--- src/rtl/itlb_cache.sv ---
// itlb_cache: instruction micro-TLB in front of the main TLB.
// Recently used TLB pairs are cached so mapped fetches translate in the same
// cycle. A mapped miss stalls fetch and runs a req/ack lookup to the main TLB,
// which either fills an entry or leaves the FSM in FAULT to report a refill.
module itlb_cache #(
  parameter int ENTRY_NUM = 4
) (
  input  logic        clk,
  input  logic        rst,
  input  logic        inst_en,
  input  logic [31:0] inst_vaddr,
  input  logic        stallF,
  input  logic [7:0]  asid,
  input  logic        tlb_flush,
  output logic [19:0] inst_pfn,
  output logic        no_cache_i,
  output logic        inst_tlb_refill,
  output logic        inst_tlb_invalid,
  output logic        itlb_stall,
  output logic        lk_req,
  output logic [18:0] lk_vpn2,
  output logic [7:0]  lk_asid,
  input  logic        lk_ack,
  input  logic        lk_found,
  input  logic        lk_g,
  input  logic [31:0] lk_lo0,
  input  logic [31:0] lk_lo1
);

  localparam int IDX_W = $clog2(ENTRY_NUM);

  typedef enum logic [1:0] {S_IDLE, S_REQ, S_FAULT} state_t;

  // Entry storage: valid is control state, the rest is payload.
  logic [ENTRY_NUM-1:0] r_valid;
  logic [18:0]          r_vpn2 [ENTRY_NUM];
  logic [7:0]           r_asid [ENTRY_NUM];
  logic                 r_g    [ENTRY_NUM];
  logic [19:0]          r_pfn0 [ENTRY_NUM];
  logic [19:0]          r_pfn1 [ENTRY_NUM];
  logic [2:0]           r_c0   [ENTRY_NUM];
  logic [2:0]           r_c1   [ENTRY_NUM];
  logic                 r_v0   [ENTRY_NUM];
  logic                 r_v1   [ENTRY_NUM];

  state_t               r_state;
  logic [IDX_W-1:0]     r_rr;
  logic                 r_drop;
  logic                 r_lk_req;
  logic [18:0]          r_req_vpn2;
  logic [7:0]           r_req_asid;
  logic [7:0]           r_asid_q;

  logic [18:0]          w_vpn2;
  logic                 w_odd;
  logic                 w_en;
  logic                 w_mapped;
  logic [ENTRY_NUM-1:0] w_hit_vec;
  logic                 w_hit;
  logic [19:0]          w_pfn_sel;
  logic [2:0]           w_c_sel;
  logic                 w_v_sel;
  logic                 w_miss;
  logic                 w_fault_match;
  logic                 w_flush;
  logic                 w_fill;
  logic [IDX_W-1:0]     w_victim;
  logic                 w_unused;

  assign w_vpn2   = inst_vaddr[31:13];
  assign w_odd    = inst_vaddr[12];
  assign w_en     = inst_en & rst;
  assign w_mapped = (inst_vaddr[31:30] != 2'b10);
  assign w_flush  = tlb_flush | (asid != r_asid_q);

  // A fill happens only on a live, non-discarded, successful lookup ack.
  assign w_fill = (r_state == S_REQ) & r_lk_req & lk_ack & ~r_drop & lk_found;

  // Fields of EntryLo that the micro-TLB never stores (D bit, G slot, upper bits).
  assign w_unused = ^{inst_vaddr[11:0], lk_lo0[31:26], lk_lo0[2], lk_lo0[0],
                      lk_lo1[31:26], lk_lo1[2], lk_lo1[0]};

  // Associative match and even/odd half selection of the hitting entry.
  always_comb begin
    w_hit     = 1'b0;
    w_pfn_sel = '0;
    w_c_sel   = '0;
    w_v_sel   = 1'b0;
    w_hit_vec = '0;
    for (int i = 0; i < ENTRY_NUM; i++) begin
      w_hit_vec[i] = r_valid[i] && (r_vpn2[i] == w_vpn2) &&
                     (r_g[i] || (r_asid[i] == asid));
      if (w_hit_vec[i]) begin
        w_hit     = 1'b1;
        w_pfn_sel = w_odd ? r_pfn1[i] : r_pfn0[i];
        w_c_sel   = w_odd ? r_c1[i]   : r_c0[i];
        w_v_sel   = w_odd ? r_v1[i]   : r_v0[i];
      end
    end
  end

  // Victim: lowest-index free entry, falling back to the round-robin pointer.
  always_comb begin
    w_victim = r_rr;
    for (int i = ENTRY_NUM - 1; i >= 0; i--) begin
      if (!r_valid[i]) w_victim = IDX_W'(i);
    end
  end

  assign w_miss        = w_en & w_mapped & ~w_hit;
  // In FAULT the faulting page reports a refill instead of stalling again.
  assign w_fault_match = (r_state == S_FAULT) & (w_vpn2 == r_req_vpn2);

  assign inst_tlb_refill  = w_miss & w_fault_match;
  assign itlb_stall       = w_miss & ~w_fault_match;
  assign inst_tlb_invalid = w_en & w_mapped & w_hit & ~w_v_sel;
  assign inst_pfn         = w_mapped ? w_pfn_sel : {3'b000, inst_vaddr[28:12]};
  assign no_cache_i       = w_mapped ? (w_c_sel == 3'b010)
                                     : (inst_vaddr[31:29] == 3'b101);

  assign lk_req  = r_lk_req;
  assign lk_vpn2 = r_req_vpn2;
  assign lk_asid = r_req_asid;

  // Control: valid bits, lookup FSM, request registers, ASID tracking.
  always_ff @(posedge clk or negedge rst) begin
    if (!rst) begin
      r_valid    <= '0;
      r_rr       <= '0;
      r_state    <= S_IDLE;
      r_drop     <= 1'b0;
      r_lk_req   <= 1'b0;
      r_req_vpn2 <= '0;
      r_req_asid <= '0;
      r_asid_q   <= '0;
    end else begin
      r_asid_q <= asid;
      // Flush wins even over an entry being filled in the same cycle.
      if (w_flush) r_valid <= '0;
      else if (w_fill) r_valid[w_victim] <= 1'b1;

      case (r_state)
        S_IDLE: begin
          if (w_miss) begin
            r_req_vpn2 <= w_vpn2;
            r_req_asid <= asid;
            r_lk_req   <= 1'b1;
            r_drop     <= 1'b0;
            r_state    <= S_REQ;
          end
        end
        S_REQ: begin
          if (!r_lk_req) begin
            // Reissue after a discarded ack, picking up the current ASID.
            r_lk_req   <= 1'b1;
            r_req_asid <= asid;
          end else if (lk_ack) begin
            r_lk_req <= 1'b0;
            if (r_drop) begin
              r_drop <= 1'b0;
            end else if (lk_found) begin
              r_rr    <= r_rr + IDX_W'(1);
              r_state <= S_IDLE;
            end else begin
              r_state <= S_FAULT;
            end
          end else if (w_flush) begin
            // The in-flight answer may predate the TLB write; discard it.
            r_drop <= 1'b1;
          end
        end
        S_FAULT: begin
          if (w_flush || (w_vpn2 != r_req_vpn2) || !stallF) r_state <= S_IDLE;
        end
        default: r_state <= S_IDLE;
      endcase
    end
  end

  // Payload write of the victim entry on a successful fill.
  always_ff @(posedge clk) begin
    if (w_fill) begin
      r_vpn2[w_victim] <= r_req_vpn2;
      r_asid[w_victim] <= r_req_asid;
      r_g[w_victim]    <= lk_g;
      r_pfn0[w_victim] <= lk_lo0[25:6];
      r_c0[w_victim]   <= lk_lo0[5:3];
      r_v0[w_victim]   <= lk_lo0[1];
      r_pfn1[w_victim] <= lk_lo1[25:6];
      r_c1[w_victim]   <= lk_lo1[5:3];
      r_v1[w_victim]   <= lk_lo1[1];
    end
  end

endmodule

--- config.mk ---
export PLATFORM = sky130hd
export DESIGN_NAME = itlb_cache
export DESIGN_NICKNAME = d
export VERILOG_FILES = /design/src/rtl/itlb_cache.sv
export SDC_FILE = /design/constraint.sdc
export NUM_CORES = 1
export LEC_CHECK = 0
export CAP_MARGIN = 15
export CORE_MARGIN = 1.5
export CORE_UTILIZATION = 30
export DETAILED_ROUTE_END_ITERATION = 10
export GPL_TIMING_DRIVEN = 0
export PLACE_DENSITY = 0.55
export SLEW_MARGIN = 20
export SYNTH_ARGS = -nofsm -noshare
export SYNTH_HDL_FRONTEND = slang
export SYNTH_SLANG_ARGS = --single-unit
--- constraint.sdc ---
create_clock -name clk -period 7 [get_ports clk]
set_input_delay 1.4 -clock clk [delete_from_list [all_inputs] [get_ports clk]]
set_output_delay 1.4 -clock clk [all_outputs]
set_load 0.05 [all_outputs]
# Word-level counts from Yosys, hierarchy flattened
# Memories as Yosys holds them, arrays and structs flattened.
# Cells that the tools add are included.
[word_totals]
ff_bits = 45
mem_bits_rw = 304
inputBits = 112
output_inout_bits = 52
wordCells = 145
mem_count = 9
[op_classes]
n_addsub = 1
magnitude_cmp = 2
eq_ne = 23
n_mux = 59
n_bitwise = 18
reduce_logical = 25
[memory_table]
columns = ["memory", "depth", "width", "rd", "rd_clocked_by_memory_dff", "write_ports", "line", "rtl"]
rows = [
  ["r_pfn0", 4, 20, 4, 0, 1, "39", "logic [19:0] r_pfn0 [ENTRY_NUM];"],
  ["r_pfn1", 4, 20, 4, 0, 1, "40", "logic [19:0] r_pfn1 [ENTRY_NUM];"],
  ["r_vpn2", 4, 19, 4, 0, 1, "36", "logic [18:0] r_vpn2 [ENTRY_NUM];"],
  ["r_asid", 4, 8, 4, 0, 1, "37", "logic [7:0] r_asid [ENTRY_NUM];"],
  ["r_c0", 4, 3, 4, 0, 1, "41", "logic [2:0] r_c0 [ENTRY_NUM];"],
  ["r_c1", 4, 3, 4, 0, 1, "42", "logic [2:0] r_c1 [ENTRY_NUM];"],
  ["+3 memories", "--", "--", "--", "--", "--", "--", ""],
]
[op_table]
columns = ["operator", "n"]
rows = [
  ["2-to-1 mux 20 bit", 9],
  ["equality test 19 bit", 5],
  ["equality test 8 bit", 4],
  ["2-to-1 mux 3 bit", 8],
  ["2-to-1 mux 1 bit", 23],
  ["2-to-1 mux 2 bit", 10],
  ["inequality test 19 bit", 1],
  ["2-to-1 mux 8 bit", 2],
  ["one-hot mux 8 bit (2 select lines)", 1],
  ["bitwise AND 1 bit", 12],
  ["inequality test 2 bit, second input constant", 6],
  ["AND reduction 5 bit", 2],
  ["logical AND 1 bit", 9],
  ["2-to-1 mux 4 bit", 2],
  ["inequality test 8 bit", 1],
  ["logical OR 1 bit", 6],
  ["one-hot mux 2 bit (3 select lines)", 1],
  ["inverter 1 bit", 4],
  ["bitwise OR 4 bit", 1],
  ["one-hot mux 1 bit (2 select lines)", 2],
  ["AND reduction 2 bit", 2],
  ["AND reduction 4 bit", 1],
  ["nonzero test 2 bit", 2],
  ["equality test 3 x 2 -> 1 bit, second input constant", 1],
  ["other kinds (13)", 13],
]

# Depth between registers and ports, before layout
# Gate-level depths: netlist of run 1.
[depth]
ltp_word = 11
ltp_mapped = 10
depth_no_buf = 7

# Least setup slack after synthesis of run 1
# Ideal clock, no wire load.
[synth_timing]
path_kind = "input to register"
startpoint = "in lk_ack"
endpoint = "mem r_asid[3][0] (enable)"
setup_ns = 0.537
arrival_ns = 5.992
t_required_ns = 6.463
setup_slack_ns = 0.471
stages = 4
path_cell_list = "nand3_1 > nor3b_1 > o2111ai_1 > a21oi_1"
[synth_between]
elab_chain_cells = 5
[synth_lines]
columns = ["element", "line", "rtl"]
rows = [
  ["start, declared", "23", "input logic lk_ack,"],
  ["bitwise AND 1 bit (3 in a row)", "77", "assign w_fill = (r_state == S_REQ) & r_lk_req & lk_ack & ~r_drop & lk_found;"],
  ["2-to-1 mux 1 bit", "182", "if (w_fill) begin"],
  ["2-to-1 mux 1 bit (not written as such)", "184", "r_asid[w_victim] <= r_req_asid;"],
  ["end, declared", "37", ""],
]
# No other way between the ends.

# Final worst setup path of run 1
[layout_timing]
startpoint = "in asid[6]"
endpoint = "out inst_pfn[15]"
[layout_between]
elab_chain_cells = 8
[layout_lines]
columns = ["element", "line", "rtl"]
rows = [
  ["start, declared", "13", "input logic [7:0] asid,"],
  ["equality test 8 bit", "92", "(r_g[i] || (r_asid[i] == asid));"],
  ["logical OR 1 bit", "92", ""],
  ["logical AND 1 bit", "91", "w_hit_vec[i] = r_valid[i] && (r_vpn2[i] == w_vpn2) &&"],
  ["2-to-1 mux 20 bit (3 in a row)", "93", "if (w_hit_vec[i]) begin"],
  ["2-to-1 mux 20 bit *", "93", ""],
  ["2-to-1 mux 20 bit *", "117", "assign inst_pfn = w_mapped ? w_pfn_sel : {3'b000, inst_vaddr[28:12]};"],
  ["end, declared", "15", "output logic [19:0] inst_pfn,"],
]
# Every way passes the cells marked *; elsewhere a longest branch is shown, timed or not.

==> flow_metrics.tcl, run 1 <==
set metrics [dict create \
    rows 80 \
    ys_seq_area_share_pct 70.2 \
    critPathMaxFanout 10 \
    p_total_mw 5.55 \
    start_util_pct 30.5 \
    dp_slack_ns -0.434 \
    maxCapViolations 0 \
    holdBufCountCts 0 \
    dp.cells 1655 \
    drive_gt1_share_pct 19.3 \
    crit_family "buffers and inverters" \
    port_buffers 115 \
    wl_per_cell_um 23.0 \
    period_share_pct 96.2 \
    path_cells "clkdlybuf4s50_1, clkbuf_1, xor2_1, nor4_1, a21oi_1, or4_4, buf_6, a211oi_4, buf_4, buf_6, a211oi_2, a211oi_2, clkdlybuf4s15_2" \
    core_um2 47800 \
    path_class "in -> out" \
    clkTransAtPathRegs_ns 0.06 \
    layout.cells.non_filler 1729 \
    worst_hold_slack_ns 0.512 \
    grt_pass1_wl_mm 58.2 \
    finalInstanceArea_um2 18200 \
    status "completed" \
    slew_headroom_pct 33.3 \
    drt_first_pass_iters 6 \
    fin_nets 1197 \
    ys_types 49 \
    required_ns 5.60 \
    end_kind "primary output" \
    routed_wl_mm 39.8 \
    max_freq_mhz 148 \
    diodes 0 \
    fin_util_pct 38.0 \
    cts_sinks 349 \
    overflow 0 \
    grt_max_degree 47 \
    cts_tree "done" \
    yosys_warnings 0 \
    ant_nets 0 \
    finClkSkew_ns 0.0252 \
    finalSetupTns_ns 0 \
    synthesis.nets 1022 \
    nFillCells 4544 \
    root_buffer "clkbuf_16" \
    vias 8446 \
    hp-class "reg -> reg" \
    setup_viol 0 \
    ctsLongestPathBuffers 3 \
    synth_area_um2 14600 \
    hpwl_mm 28.0 \
    peakVddDrop_v 0.000138 \
    post-synth-top-count-cell "edfxtp_1" \
    htreeDepth 2 \
    finalCriticalPeriod_ns 6.74 \
    avgViaCountPerCell 4.88 \
    fin_ws_ns 0.264 \
    async_flop_share_pct 12.9 \
    drtIter0Drc 631 \
    die_w_um 224 \
    synth-main-ff-cell "edfxtp_1" \
    drc 0 \
    synth_top_area_share_pct 62.5 \
    dieArea_um2 50000 \
    power_leakage_nw 5.94 \
    finalWeightedCongestion 0.817 \
    crit_slowest_cell "or4_4" \
    arrival_ns 5.34 \
    die_h_um 224 \
    syn_inst 910 \
    critPathMaxStageDelay_ns 0.63 \
    grt_usage_pct 16.0 \
    ios 164 \
    worstMarginPinSlew_ns 1.00 \
    rsz0062_at_grt "false" \
    synth_edf_count 304 \
    cts_buffers 39 \
    ys_ff_latch 349 \
    finalMaxSlewViolations 0 \
    cp-start-kind "input port" \
    placed_area_um2 17000 \
    hold_violations 0 \
    crit_buf_inv 6 \
    grt_pass1_vias 8653 \
    powerDensity_nw_per_um2 306 \
    clk_latency_ns 0.55 \
    avgSynthCellArea_um2 16.0 \
    syn2layout_area_growth_pct 24.4 \
    antenna_found_initial 0 \
    synth_top_cell_by_area "edfxtp_1" \
    synth_common_cells "edfxtp_1 (304), xnor2_1 (74), mux2_2 (65)" \
    synthTopCellsByArea "edfxtp_1 (63%), dfrtp_1 (7.7%), mux2_2 (5.0%)" \
]
-- cells in the final DEF, fill, tap and decap left out, drive strengths merged, types with 28 or more instances in the layout --
| cell type | instances |
|---|---|
| buf | 54 |
| clkdlybuf4s50 | 94 |
| edfxtp | 304 |
| mux2 | 66 |
| clkbuf | 74 |
| dfrtp | 45 |
| xor2 | 61 |
| a211oi | 34 |
| xnor2 | 76 |
| nand4 | 28 |
| nor2 | 40 |
-- kinds of logic (layout without fill, tap and decap cells) --
kind of cell    Yosys count  count (layout)  share of synthesized area (%)
flops                   349             349                           70.2
mux                      94              94                           7.09
xor+xnor                137             137                           8.32
compound gates           90              90                           5.34
buf+inv                  58             262                           2.25
simple gates            182             182                           6.78
-- cell type report --
class | instances | area [um2] | share of cell area (%)
multi-input cells | 503 | 4090 | 22.5
plain buffers | 53 | 310 | 1.71
inverters | 4 | 15.0 | 0.0827
well taps | 615 | 769 | 4.24
flip-flops and latches | 349 | 10300 | 56.5
clock inverters | 17 | 109 | 0.599
clock buffers | 53 | 1040 | 5.72
repair buffers | 135 | 1580 | 8.69
-- per-layer routing --
metal | GRT usage, % | up-vias | share of wire [%] | wire, um
li1 | - | 3832 | - | -
met1 | 21.8 | 4316 | 45 | 17900
met2 | 26.4 | 250 | 48 | 19200
met3 | 2.74 | 48 | 4.9 | 1950
met4 | 4.56 | 0 | 1.9 | 755
met5 | 0 | - | 0 | 0
-- flip-flops by register name (all words and copies together) (netlist names), 12 cells and up --
signal,count
lk_vpn2,19
r_asid,32
r_c0,12
r_c1,12
r_pfn0,80
r_pfn1,80
r_vpn2,76
-- path summary, 6_finish.rpt --
| check | from | end | slack, ns | depth (start not counted) |
|---|---|---|---|---|
| worst min-delay path | r_rr[0] | r_rr[0] | 0.51 | 1 |
| max in group asynchronous | rst | lk_vpn2[2] | 5.61 | 1 |
| min in group asynchronous | rst | lk_asid[6] | 0.90 | 1 |
| worst max register to register | r_vpn2[1][7] | lk_asid[3] | 3.61 | 7 |
| worst max-delay path | asid[6] | inst_pfn[15] | 0.26 | 13 |
| worst min register to register | r_rr[0] | r_rr[0] | 0.51 | 1 |
-- timing repair --
item / 4_1_cts / 5_1_grt
endpoints found under the hold margin: 0 / 0
pin swaps: 0 / 1
setup endpoints to repair: 22 / 19
setup buffers: 0 / 5
gates cloned: 0 / 0
resized for setup: 42 / 3
-- worst register-to-register path: stages (launching register included) --
cell and delay (ns):
edfxtp_1 0.38, xnor2_1 0.43, nand4_1 0.15, or3_1 0.49, nor3_1 0.53, nor3_2 0.20
a41oi_2 0.66, mux2_2 0.41
-- power breakdown --
part           switching, mW  internal (mW)
sequential             0.207           2.49
combinational          0.606          0.365
clock                  0.804           1.08
total                   1.62           3.94
No activity file was read; power rests on OpenSTA's default activity.
==> inputs of run 2 (changes only) <==
--- a/config.mk
+++ b/config.mk
@@ -9,7 +9,6 @@
 export CORE_MARGIN = 1.5
 export CORE_UTILIZATION = 30
 export DETAILED_ROUTE_END_ITERATION = 10
-export GPL_TIMING_DRIVEN = 0
 export PLACE_DENSITY = 0.55
 export SLEW_MARGIN = 20
 export SYNTH_ARGS = -nofsm -noshare
==> run 2 against run 1 <==
Against the previous run: final cell count is 0.40% lower; sequential share of layout area fell by 0.28 points; first-iteration DRC count down 24%; sequential power barely moved; routed wire length down 3.0%; sequential cell count unchanged; maximum frequency is 3.4% higher; hold slack got worse by 0.0080 ns; global-route usage is 0.56 points lower; largest cell class unchanged; register-to-register slack hardly changed; critical path depth is 3 lower.
==> flow_metrics.tcl, run 2 (synthesized netlist as in run 1, its figures left out) <==
set metrics [dict create \
    wl_per_cell_um 22.4 \
    cp-start-kind "input port" \
    netSwitchingPower_mw 1.60 \
    period_share_pct 93.0 \
    die_h_um 224 \
    p_seq_share_pct 48.2 \
    drc 0 \
    fin_util_pct 38.2 \
    rows 80 \
    drt_first_pass_iters 5 \
    maxCapViolations 0 \
    cts_buffers 38 \
    dp_slack_ns 0.430 \
    die_w_um 224 \
    ios 164 \
    path_class "in -> out" \
    port_buffers 135 \
    hold_violations 0 \
    clkPwrFrac_pct 34.2 \
    grt_usage_pct 15.5 \
    wl_met2_mm 18.6 \
    diodes 0 \
    clkTransAtPathRegs_ns 0.06 \
    fin_ws_ns 0.487 \
    slew_headroom_pct 28.8 \
    required_ns 5.60 \
    setup_viol 0 \
    root_buffer "clkbuf_16" \
    start_util_pct 30.5 \
    layout_commonest_cell "edfxtp_1" \
    drtIter0Drc 481 \
    syn2layout_area_growth_pct 25.0 \
    drive_gt1_share_pct 20.2 \
    power_leakage_nw 6.00 \
    wl_met1_mm 17.6 \
    p_comb_share_pct 17.6 \
    multi_input_area_um2 4060 \
    hp-class "reg -> reg" \
    final_cell_mix "edfxtp_1 (304), clkdlybuf4s50_1 (109), xnor2_1 (74)" \
    grt_pass1_vias 8484 \
    routed.top_layer "met4" \
    holdBufCountCts 0 \
    max_freq_mhz 154 \
    dieArea_um2 50000 \
    cts_setup_buffers 0 \
    arrival_ns 5.11 \
    finClkSkew_ns 0.0195 \
    grt_max_degree 70 \
    core_um2 47800 \
    finalMaxSlewViolations 0 \
    rsz0062_at_grt "false" \
    routed_wl_mm 38.6 \
    dp.cells 1654 \
    ctsLongestPathBuffers 3 \
    layout.cells.non_filler 1722 \
    antenna_found_initial 0 \
    worstMarginPinSlew_ns 1.07 \
    fin_nets 1191 \
    clk_latency_ns 0.54 \
    hpwl_mm 26.1 \
    sw_frac_of_total_pct 28.5 \
    cts_tree "done" \
    status "completed" \
    overflow 0 \
    seq_area_um2 10300 \
    reg.largest.list "r_pfn0 (80), r_pfn1 (80), r_vpn2 (76)" \
    finalCriticalPeriod_ns 6.51 \
    finalSetupTns_ns 0 \
    peakVddDrop_v 0.000135 \
    grt_pass1_wl_mm 56.9 \
    end_kind "primary output" \
    nFillCells 4463 \
    ant_nets 0 \
    avgViaCountPerCell 4.81 \
    critPathMaxFanout 19 \
    cts_sinks 349 \
    ctsResizeCount 0 \
    finalWeightedCongestion 0.824 \
    powerDensity_nw_per_um2 308 \
    wl_met3_mm 1.52 \
    vias 8276 \
    internal_power_mw 4.01 \
    worst_hold_slack_ns 0.504 \
    htreeDepth 2 \
]
run 2: metal layers:
layer	up-vias	GRT usage (%)
met5	-	0
met4	0	4.95
met3	54	2.72
met2	190	25.5
met1	4224	20.8
li1	3808	-
run 2: final cells by class:
type,count,share of cell area (%)
repair buffers,183,10.7
clock inverters,10,0.226
multi-input cells,503,22.2
well taps,615,4.22
flip-flops and latches,349,56.2
inverters,4,0.0822
clock buffers,58,6.35
run 2: through the flow:
step	power, mW	cell area [um2]
floorplan	3.27	14600
global placement	3.74	17100
detailed placement	3.75	17100
CTS	5.68	18300
global route	5.82	18300
finish	5.61	18300
run 2: final timing paths:
path,startpoint,end,slack [ns],cells past startpoint
max,asid[3],inst_pfn[16],0.49,10
min,r_rr[0],r_rr[0],0.50,1
max reg2reg,r_asid[2][4],lk_asid[0],3.62,6
min reg2reg,r_rr[0],r_rr[0],0.50,1
max in group asynchronous,rst,lk_vpn2[16],5.32,2
min in group asynchronous,rst,r_asid_q[4],1.19,2
run 2: power by group through the flow:
| stage | clock network, mW | logic, mW | registers [mW] |
|---|---|---|---|
| 2_1_floorplan | 0 | 0.315 | 2.96 |
| 3_3_place_gp | 0 | 0.995 | 2.74 |
| 3_5_place_dp | 0 | 1.00 | 2.75 |
| 4_1_cts | 1.96 | 1.00 | 2.71 |
| 5_1_grt | 2.04 | 1.04 | 2.73 |
| 6_report | 1.92 | 0.989 | 2.70 |
run 2: critical path, stage by stage:
cell and delay [ns]:
clkdlybuf4s50_1 0.61, xor2_1 0.25, nor4_1 0.30, a21oi_1 0.35, or4_4 0.82, a211oi_4 0.28, buf_4 0.29, nand2_1 0.08
a211oi_1 0.50, buf_12 0.21
==> inputs of run 3 (changes only) <==
--- a/config.mk
+++ b/config.mk
@@ -14,3 +14,4 @@
 export SYNTH_ARGS = -nofsm -noshare
 export SYNTH_HDL_FRONTEND = slang
 export SYNTH_SLANG_ARGS = --single-unit
+export TNS_END_PERCENT = 1
==> results of run 3 <==
Final layout, timing and power as in run 2 (identical DEF).
